File: config.mk
export PLATFORM = sky130hd
export DESIGN_NAME = mul_accumulator
export DESIGN_NICKNAME = d
export VERILOG_FILES = /design/src/rtl/mul_accumulator.sv
export SDC_FILE = /design/constraint.sdc
export NUM_CORES = 1
export LEC_CHECK = 0
export CAP_MARGIN = 20
export CORE_MARGIN = 2
export CORE_UTILIZATION = 40
export DETAILED_ROUTE_END_ITERATION = 7
export GPL_TIMING_DRIVEN = 0
export PLACE_DENSITY = 0.72
export RECOVER_POWER = 50
export REMOVE_ABC_BUFFERS = 1
export SYNTH_ARGS = -nofsm -noshare
export SYNTH_HDL_FRONTEND = slang
export SYNTH_SLANG_ARGS = --single-unit
export TNS_END_PERCENT = 30
File: constraint.sdc
create_clock -name clk -period 3.1 [get_ports clk]
set_clock_uncertainty 0.1 [all_clocks]
set_input_delay 0.31 -clock clk [delete_from_list [all_inputs] [get_ports clk]]
set_output_delay 0.31 -clock clk [all_outputs]
set_load 0.05 [all_outputs]
File: src/rtl/mul_accumulator.sv
// Sums COUNT unsigned 8-bit products into an ACC_W-bit result with a sticky overflow flag.
// Define MUL_ACCUMULATOR_SAT_EN to saturate at 2^ACC_W-1 instead of wrapping.
module mul_accumulator #(
  parameter int COUNT = 16,
  parameter int ACC_W = 10
) (
  input  logic             clk,
  input  logic             rst,
  input  logic [7:0]       prod,
  input  logic             in_valid,
  output logic             in_ready,
  input  logic             clr,
  output logic [ACC_W-1:0] acc_out,
  output logic             ovf,
  output logic             out_valid,
  input  logic             out_ready,
  output logic             o_dbg_state
);

  localparam int CNT_W = $clog2(COUNT);
  localparam logic [CNT_W-1:0] LAST_CNT = CNT_W'(COUNT - 1);

  typedef enum logic {
    ACCUM = 1'b0,
    HOLD  = 1'b1
  } state_t;

  state_t           r_state;
  state_t           w_next_state;
  logic [ACC_W-1:0] r_acc;
  logic [CNT_W-1:0] r_cnt;
  logic             r_ovf;

  logic             w_in_ready;
  logic             w_out_valid;
  logic             w_accept;
  logic             w_last;
  logic [ACC_W:0]   w_sum;
  logic             w_carry;
  logic [ACC_W-1:0] w_acc_next;

  // Handshakes: a transfer happens on a rising edge where valid and ready are both high;
  // valid never waits on ready, and the producer holds its data until the transfer edge.
  assign w_accept = in_valid && w_in_ready;
  assign w_last   = (r_cnt == LAST_CNT);
  assign w_sum    = {1'b0, r_acc} + {{(ACC_W - 7){1'b0}}, prod};
  assign w_carry  = w_sum[ACC_W];

`ifdef MUL_ACCUMULATOR_SAT_EN
  assign w_acc_next = w_carry ? {ACC_W{1'b1}} : w_sum[ACC_W-1:0];
`else
  assign w_acc_next = w_sum[ACC_W-1:0];
`endif

  always_comb begin
    w_next_state = r_state;
    w_in_ready   = 1'b0;
    w_out_valid  = 1'b0;
    case (r_state)
      ACCUM: begin
        w_in_ready = !clr;
        if (w_accept && w_last) w_next_state = HOLD;
      end
      HOLD: begin
        w_out_valid = 1'b1;
        if (out_ready) w_next_state = ACCUM;
      end
      default: w_next_state = ACCUM;
    endcase
  end

  always_ff @(posedge clk) begin
    if (rst) begin
      r_state <= ACCUM;
      r_acc   <= '0;
      r_cnt   <= '0;
      r_ovf   <= 1'b0;
    end else begin
      r_state <= w_next_state;
      case (r_state)
        ACCUM: begin
          if (clr) begin
            r_acc <= '0;
            r_cnt <= '0;
            r_ovf <= 1'b0;
          end else if (w_accept) begin
            r_acc <= w_acc_next;
            r_cnt <= w_last ? '0 : r_cnt + CNT_W'(1);
            r_ovf <= r_ovf | w_carry;
          end
        end
        HOLD: begin
          // clr is deliberately ignored here so a finished result is never dropped.
          if (out_ready) begin
            r_acc <= '0;
            r_cnt <= '0;
            r_ovf <= 1'b0;
          end
        end
        default: ;
      endcase
    end
  end

  assign in_ready    = w_in_ready;
  assign out_valid   = w_out_valid;
  assign acc_out     = r_acc;
  assign ovf         = r_ovf;
  assign o_dbg_state = r_state;

endmodule

==> results of run 1 <==
==> worst max-delay path by stage <==
stage                  to  slack [ns]  cells past startpoint
3_5_place_dp   acc_out[8]        0.44                      9
6_report         in_ready        0.59                      4
3_3_place_gp   acc_out[8]        0.46                      9
4_1_cts          in_ready        0.72                      4
2_1_floorplan  acc_out[8]        0.65                      8
5_1_grt          in_ready        0.52                      4
==> cells in the mapped netlist <==
cell type	instances
or3_1	1
xnor2_1	3
o21bai_1	1
o21a_1	1
o21ai_2	1
clkbuf_1	1
dfxtp_1	16
a21o_1	2
a211oi_1	1
nor2_1	15
buf_4	1
o2111a_1	1
a21oi_1	13
o2111ai_1	1
o31ai_1	4
inv_1	6
a31oi_1	1
nor2b_4	1
o41ai_1	1
fa_1	1
nand2b_1	2
nor2b_1	2
or2_2	1
xor2_1	3
and3_1	1
nand4_1	1
nand2_1	10
nand3_1	2
and2_1	1
a22oi_1	3
a32oi_1	1
o21ai_1	1
mux2_1	1
or4_1	1
o21ai_0	6
o41a_1	1
nor3_1	1
ha_1	9
==> layer usage <==
metal / track usage (%) / vias to the layer above
li1: - / 490
met2: 28.66 / 25
met1: 21.22 / 442
met4: 6.410 / 0
met3: 3.611 / 4
met5: 0 / -
==> stage by stage <==
stage                     hold WS, ns  area (µm²)  std cells  power (mW)  utilization [%]
after global routing           0.3781        1314        177      0.5024            54.52
after detailed placement       0.3423        1277        173      0.3394            53.01
after CTS                      0.3637        1314        177      0.4855            54.52
after floorplan                0.2791       979.7        117      0.2975                -
after global placement         0.3388        1277        173      0.3372            53.01
final                          0.3525        1314        177      0.4763            54.52
==> power breakdown <==
group | internal (mW) | leakage, nW | switching [mW]
Combinational | 0.0509 | 0.379 | 0.0652
Clock | 0.0716 | 0.0210 | 0.0722
Sequential | 0.212 | 0.130 | 0.00489
==> cell type report <==
class,instances,area (µm²)
Tap cell,30,37.54
Sequential cell,16,320.3
Fill cell,239,1096
Timing Repair Buffer,26,260.3
Multi-Input combinational cell,95,636.9
Inverter,6,22.52
Clock buffer,4,36.28
==> critical path, delay by kind of cell <==
kind	cells	cell delay, ns
buffers and inverters	3	1.48
AND/OR/NAND/NOR	1	0.30
==> sequential cells by signal, summed over array words and instances, names as in the netlist <==
signal / flops
acc_out: 10
o_dbg_state: 1
ovf: 1
r_cnt: 4
==> cells by family after synthesis <==
group,Yosys count,share of synthesized area (%)
simple gates,39,18.81
buf+inv,8,3.409
compound gates,39,25.63
flops,16,32.32
mux,1,1.136
fa+ha+maj,10,13.38
xor+xnor,6,5.304
==> flow_metrics.py, run 1 <==
metrics = {
    "clocking": {
        "cts_tree": "done",
        "cts_resized": 0,
        "postCtsSetupBuffers": 0,
        "hold_buffers": 0,
        "clk_latency_ns": 0.29,
        "numCtsBuffers": 3,
        "path_clk_slew_ns": 0.10,
        "clockRootBuffer": "clkbuf_4",
        "clock_path_buffers": 2,
        "h-tree-depth": 1,
        "clock-sinks": 16,
    },
    "run": {
        "maxCapViolations": 0,
    },
    "sta": {
        "rsz0062_at_grt": "no",
        "slew_headroom_pct": 41.17,
        "drv_slew": 0,
        "fin_tns_setup_ns": 0,
        "fmax_mhz": 399.1,
        "fin_ws_ns": 0.5942,
        "setup_violations": 0,
        "fin_crit_sh_pct": 80.83,
        "finalHoldViolations": 0,
        "min_period_ns": 2.506,
        "tightest_slew_ns": 0.8732,
    },
    "routing": {
        "wirelength_met1_um": 1018,
        "met3WireLength_um": 110,
        "top_layer_used": "met4",
        "drt_first_pass_iters": 4,
        "vias": 961,
        "dr_wl_met2_um": 1026,
        "detail-route-antenna-nets": 0,
        "wl_per_cell_um": 12.32,
        "drc": 0,
        "wl_um": 2180,
        "drtIter0Drc": 11,
        "vias_per_cell": 5.429,
    },
    "critical_path": {
        "rr_startpoint": "acc_out[0]",
        "path_cells": "dlygate4sd3_1 > or2_2 > inv_1 > clkdlybuf4s50_1",
        "r2r-end": "acc_out[8]",
        "reg2regPathDepth": 8,
        "crit_path_top_delay_cell": "clkdlybuf4s50_1",
        "slowest_delay_ns": 0.82,
        "critPathRequiredTime_ns": 2.69,
        "worst_setup_path_start_kind": "input pin",
        "worstSetupStartpoint": "clr",
        "r2r_slack_ns": 0.87,
        "critPathMaxFanout": 4,
        "worst_setup_path_end_kind": "output port",
        "crit_arrival_ns": 2.10,
        "crit_type": "input pin to output port",
    },
    "global_route": {
        "grt_max_degree": 15,
        "grt_pass1_vias": 874,
        "gr-total-overflow": 0,
        "grt.total_usage_pct": 17.06,
        "grt_pass1_wl_um": 3567,
        "antenna_found_initial": 0,
    },
    "worst_hold_path": {
        "hold_end": "ovf",
        "whs_path_depth": 2,
        "hold_path_startpoint": "ovf",
        "hp-class": "flop to flop",
    },
    "place": {
        "place_hpwl_um": 1672,
        "post-place-ws_ns": 0.4351,
        "place_congestion": 0.7640,
        "port_buffers": 26,
    },
    "floorplanning": {
        "core_um2": 2410,
        "die_area_um2": 2892,
        "die_h_um": 53.78,
        "rows": 18,
        "die_x_um": 53.78,
        "ios": 27,
        "start_util_pct": 41.12,
    },
    "pwr": {
        "leakagePower_nw": 0.5296,
        "p_per_area_nw_per_um2": 362.6,
        "ir_worst_vdd_uv": 247.9,
    },
    "layout": {
        "fin_nets": 171,
        "final_layout_size_suffix_gt1_share_pct": 4.762,
        "final_cell_mix": "clkdlybuf4s50_1 (19), dfxtp_1 (16), nor2_1 (15), a21oi_1 (13), nand2_1 (10)",
        "n_antenna_cell": 0,
        "areaGrowthSynthToFinish_pct": 32.58,
        "final_common_cell": "clkdlybuf4s50_1",
    },
    "synthesis": {
        "yosys.area.top_type": "dfxtp_1",
        "yosysTopAreaCellShare_pct": 32.32,
        "syn_inst": 119,
        "synth.area.top_cells": "dfxtp_1 (32%), ha_1 (11%), a21oi_1 (6.6%)",
        "yosys_warnings": 0,
        "synth_area_um2": 991.0,
        "synth_cell_types": 38,
        "avgSynthCellArea_um2": 8.327,
        "ys_seq_elements": 16,
        "ys_seq_area_share_pct": 32.32,
    },
    "status": {
        "status": "finished, final reports clean",
    },
}
Note: power is estimated with default switching activity, not from simulation.
==> run 2, diff against run 1 <==
==> constraint.sdc (replaced) <==
create_clock -name clk -period 2.6 [get_ports clk]
set_clock_uncertainty 0.1 [all_clocks]
set_input_delay 0.26 -clock clk [delete_from_list [all_inputs] [get_ports clk]]
set_output_delay 0.26 -clock clk [all_outputs]
set_load 0.05 [all_outputs]
==> flow_metrics.py, run 2 (synthesis results as in run 1) <==
metrics = {
    "clocking": {
        "h-tree-depth": 1,
        "cts_resized": 0,
        "hold_buffers": 0,
        "path_clk_slew_ns": 0.10,
        "clock_path_buffers": 2,
        "cts_tree": "done",
        "numCtsBuffers": 3,
        "clockRootBuffer": "clkbuf_4",
        "postCtsSetupBuffers": 0,
        "clock-sinks": 16,
        "clk_latency_ns": 0.29,
    },
    "floorplanning": {
        "die_x_um": 53.78,
        "core_um2": 2410,
        "die_h_um": 53.78,
        "start_util_pct": 41.12,
        "rows": 18,
        "ios": 27,
        "die_area_um2": 2892,
    },
    "global_route": {
        "grt_pass1_wl_um": 3567,
        "grt.total_usage_pct": 17.06,
        "grt_pass1_vias": 874,
        "antenna_found_initial": 0,
        "gr-total-overflow": 0,
        "grt_max_degree": 15,
    },
    "critical_path": {
        "crit_type": "input pin to flop",
        "worst_setup_path_end_kind": "flop",
        "reg2regPathDepth": 8,
        "critical_path_depth": 9,
        "crit_path_top_delay_cell": "clkdlybuf4s50_1",
        "critPathMaxFanout": 3,
        "worst_setup_path_start_kind": "input pin",
        "crit_buf_inv": 2,
        "path_cells": "clkdlybuf4s50_1 > ha_1 > inv_1 > fa_1 > nor2b_4 > o2111a_1 > o41a_1 > o21ai_2 > mux2_1",
        "slowest_delay_ns": 0.41,
        "crit_arrival_ns": 2.38,
        "critPathRequiredTime_ns": 2.69,
        "cpLargestDelayFamily": "compound AO/OA/AOI/OAI gates",
    },
    "layout": {
        "finalCoreUtilization_pct": 54.52,
        "largest_register_ffs": 10,
        "areaGrowthSynthToFinish_pct": 32.58,
        "stdcell_area_um2": 1314,
        "layout.cells.non_filler": 177,
        "n_antenna_cell": 0,
        "final_common_cell": "clkdlybuf4s50_1",
        "final_cell_mix": "clkdlybuf4s50_1 (20), dfxtp_1 (16), nor2_1 (15), a21oi_1 (13), nand2_1 (10)",
        "fin_nets": 171,
        "final_layout_size_suffix_gt1_share_pct": 4.762,
    },
    "sta": {
        "fmax_mhz": 436.2,
        "drv_slew": 0,
        "rsz0062_at_grt": "no",
        "fin_ws_ns": 0.3077,
        "holdWs_ns": 0.3525,
        "fin_crit_sh_pct": 88.17,
        "tightest_slew_ns": 0.8732,
        "fin_tns_setup_ns": 0,
        "finalHoldViolations": 0,
        "slew_headroom_pct": 41.17,
        "min_period_ns": 2.292,
        "setup_violations": 0,
    },
    "routing": {
        "wl_per_cell_um": 12.32,
        "vias_per_cell": 5.429,
        "vias": 961,
        "wl_um": 2180,
        "detail-route-antenna-nets": 0,
        "drt_first_pass_iters": 4,
        "drtIter0Drc": 11,
        "drc": 0,
    },
    "place": {
        "place_area_um2": 1277,
        "place_hpwl_um": 1672,
        "dp.cells": 173,
        "port_buffers": 26,
        "place_congestion": 0.7640,
        "post-place-ws_ns": -0.01492,
    },
    "worst_hold_path": {
        "hp-class": "flop to flop",
        "whs_path_depth": 2,
    },
    "pwr": {
        "power.total_uw": 568.2,
        "leakagePower_nw": 0.5294,
        "ir_worst_vdd_uv": 295.6,
        "p_per_area_nw_per_um2": 432.5,
    },
    "status": {
        "status": "finished, final reports clean",
    },
    "run": {
        "maxCapViolations": 0,
    },
}
-- run 2: cell count changes in the layout (fill, tap and decap cells not counted) --
cell and change:
dlygate4sd3_1 -1, clkdlybuf4s50_1 +1
-- run 2: path summary, 6_finish.rpt --
path                      to  slack [ns]  startpoint
setup / recovery  acc_out[8]        0.31     prod[0]
setup reg to reg  acc_out[8]        0.37  acc_out[0]
hold reg to reg          ovf        0.35         ovf
hold / removal           ovf        0.35         ovf
-- run 2: worst register-to-register path, delay by kind of cell, from the launching register on --
| family | cells | cell delay [ns] |
|---|---|---|
| AOI/OAI and AO/OA | 3 | 0.78 |
| and+or+nand+nor | 1 | 0.06 |
| muxes | 1 | 0.32 |
| DFF | 1 | 0.34 |
| adders and majority gates | 2 | 0.46 |
| buffers and inverters | 1 | 0.08 |
-- run 2: power breakdown --
group	leakage [nW]	switching, mW	internal, mW
combinational	0.379	0.0778	0.0610
clock	0.0210	0.0861	0.0854
sequential	0.130	0.00583	0.252
total	0.529	0.170	0.399
-- run 2: routing by layer --
| metal | up-vias | share of wire (%) | track usage [%] |
|---|---|---|---|
| li1 | 490 | - | - |
| met1 | 442 | 47 | 21.22 |
| met2 | 25 | 47 | 28.66 |
| met3 | 4 | 5.0 | 3.611 |
| met4 | 0 | 1.1 | 6.410 |
| met5 | - | 0 | 0 |
-- run 2: final cells by class --
class                           count  area (µm²)
Timing Repair Buffer               26       260.3
Fill cell                         239        1096
Multi-Input combinational cell     95       636.9
Tap cell                           30       37.54
Inverter                            6       22.52
Sequential cell                    16       320.3
Clock buffer                        4       36.28
==> run 3, diff against run 2 <==
==> constraint.sdc (replaced) <==
create_clock -name clk -period 2.6 [get_ports clk]
set_clock_uncertainty 0.1 [all_clocks]
set_input_delay 0.78 -clock clk [delete_from_list [all_inputs] [get_ports clk]]
set_output_delay 0.78 -clock clk [all_outputs]
set_load 0.05 [all_outputs]
==> flow_metrics.py, run 3 (synthesis results as in run 1) <==
metrics = {
    "sta": {
        "slew_headroom_pct": 42.62,
        "fmax_mhz": 395.0,
        "setup_violations": 0,
        "finalHoldViolations": 0,
        "fin_crit_sh_pct": 97.38,
        "drv_slew": 0,
        "tightest_slew_ns": 0.8518,
        "rsz0062_at_grt": "no",
        "min_period_ns": 2.532,
    },
    "global_route": {
        "antenna_found_initial": 0,
        "grt_pass1_vias": 908,
        "grt.total_usage_pct": 17.81,
        "grt_max_degree": 15,
        "grt_pass1_wl_um": 3712,
        "gr-total-overflow": 0,
    },
    "critical_path": {
        "reg2regPathDepth": 8,
        "worst_setup_path_end_kind": "output port",
        "critPathMaxFanout": 4,
        "crit_type": "input pin to output port",
        "rr_startpoint": "acc_out[0]",
        "crit_path_top_delay_cell": "clkdlybuf4s50_1",
        "critical_path_depth": 4,
        "crit_arrival_ns": 1.65,
        "worst_setup_path_start_kind": "input pin",
        "cpLargestDelayFamily": "buffers and inverters",
        "slowest_delay_ns": 0.41,
        "critPathRequiredTime_ns": 1.72,
        "path_cells": "clkdlybuf4s50_1 > or2_4 > inv_2 > buf_8",
        "crit_buf_inv": 3,
        "worstSetupStartpoint": "clr",
        "cp-endpoint": "in_ready",
        "r2r_slack_ns": 0.49,
        "r2r-end": "acc_out[8]",
    },
    "routing": {
        "vias_per_cell": 5.450,
        "vias": 981,
        "drt_first_pass_iters": 4,
        "wl_um": 2317,
        "wl_per_cell_um": 12.87,
        "drc": 0,
        "drtIter0Drc": 10,
        "detail-route-antenna-nets": 0,
    },
    "floorplanning": {
        "ios": 27,
        "rows": 18,
        "start_util_pct": 41.12,
        "die_x_um": 53.78,
        "die_area_um2": 2892,
        "core_um2": 2410,
        "die_h_um": 53.78,
    },
    "layout": {
        "layout.cells.non_filler": 180,
        "final-seq-area_um2": 320.3,
        "areaGrowthSynthToFinish_pct": 38.89,
        "multiInputGateArea_um2": 674.4,
        "largest_register_ffs": 10,
        "fin_nets": 174,
        "final_cell_mix": "clkdlybuf4s50_1 (19), dfxtp_1 (16), nor2_1 (15), a21oi_1 (12), nand2_1 (10)",
        "final_layout_size_suffix_gt1_share_pct": 13.33,
        "final_common_cell": "clkdlybuf4s50_1",
        "fillers": 234,
        "n_antenna_cell": 0,
        "stdcell_area_um2": 1376,
    },
    "pwr": {
        "ir_worst_vdd_uv": 299.5,
        "leakagePower_nw": 0.5525,
        "power.total_uw": 582.1,
        "p_per_area_nw_per_um2": 422.9,
    },
    "clocking": {
        "clk_latency_ns": 0.29,
        "clockRootBuffer": "clkbuf_4",
        "clock_path_buffers": 2,
        "clock-sinks": 16,
        "cts_tree": "done",
        "h-tree-depth": 1,
        "hold_buffers": 0,
        "numCtsBuffers": 3,
        "path_clk_slew_ns": 0.10,
    },
    "place": {
        "place_area_um2": 1277,
        "place_hpwl_um": 1672,
        "port_buffers": 26,
        "dp.cells": 173,
        "place_congestion": 0.7640,
    },
    "status": {
        "status": "finished, final reports clean",
    },
    "worst_hold_path": {
        "hp-class": "flop to flop",
    },
    "run": {
        "maxCapViolations": 0,
    },
}
==> run 3: changes by cell type in the layout (fill, tap and decap cells not counted), sizes merged <==
cell           delta
clkdlybuf4s50     -1
buf               +4
dlygate4sd3       -2
dlygate4sd2       +2
==> run 3: stage by stage <==
step / setup TNS (ns) / setup WS [ns] / utilization (%) / hold slack (ns)
after floorplan: -0.005471 / -0.005471 / - / 0.3730
after global placement: -2.202 / -0.6824 / 53.01 / 0.3388
after detailed placement: -2.340 / -0.7155 / 53.01 / 0.3423
after CTS: 0 / 0.01987 / 56.54 / 0.3637
after global routing: 0 / 0.02407 / 57.11 / 0.3781
final: 0 / 0.06813 / 57.11 / 0.3527
==> run 3: power breakdown <==
group,switching [mW],internal (mW)
clock,0.0883,0.0854
combinational,0.0818,0.0678
sequential,0.00666,0.252
==> run 3: tightest hold or removal path: cells and delay by family, from the launching register on <==
kind,cells,cell delay [ns]
flops,1,0.32
compound gates,1,0.05
buf+inv,1,0.04
==> run 3: worst min path at each step <==
| stage | from | end | slack (ns) | cells past startpoint |
|---|---|---|---|---|
| 6_report | ovf | ovf | 0.35 | 2 |
| 5_1_grt | ovf | ovf | 0.38 | 2 |
| 4_1_cts | ovf | ovf | 0.36 | 2 |
| 3_5_place_dp | ovf | ovf | 0.34 | 2 |
| 3_3_place_gp | ovf | ovf | 0.34 | 2 |
| 2_1_floorplan | r_cnt[3] | o_dbg_state | 0.37 | 2 |
==> run 3: area by class of cell <==
cell class | instances | area share, %
Sequential cell | 16 | 23.27
Timing Repair Buffer | 29 | 20.73
Tap cell | 30 | 2.727
Clock buffer | 4 | 2.636
Multi-Input combinational cell | 95 | 49.00
Inverter | 6 | 1.636
==> run 3: metal layers <==
metal,wire (µm),up-vias,GRT usage (%),share of wire (%)
li1,-,496,-,-
met1,1085,463,21.36,47
met2,1126,18,30.89,49
met3,79,4,3.889,3.4
met4,25,0,6.410,1.1
met5,0,-,0,0
==> run 3: repair_timing <==
| item | 4_1_cts | 5_1_grt |
|---|---|---|
| buffers inserted | 3 | 0 |
| pin swaps | 4 | 2 |
| resized for setup | 17 | 3 |
| setup endpoints to repair | 4 | 2 |
| cloned | 0 | 0 |
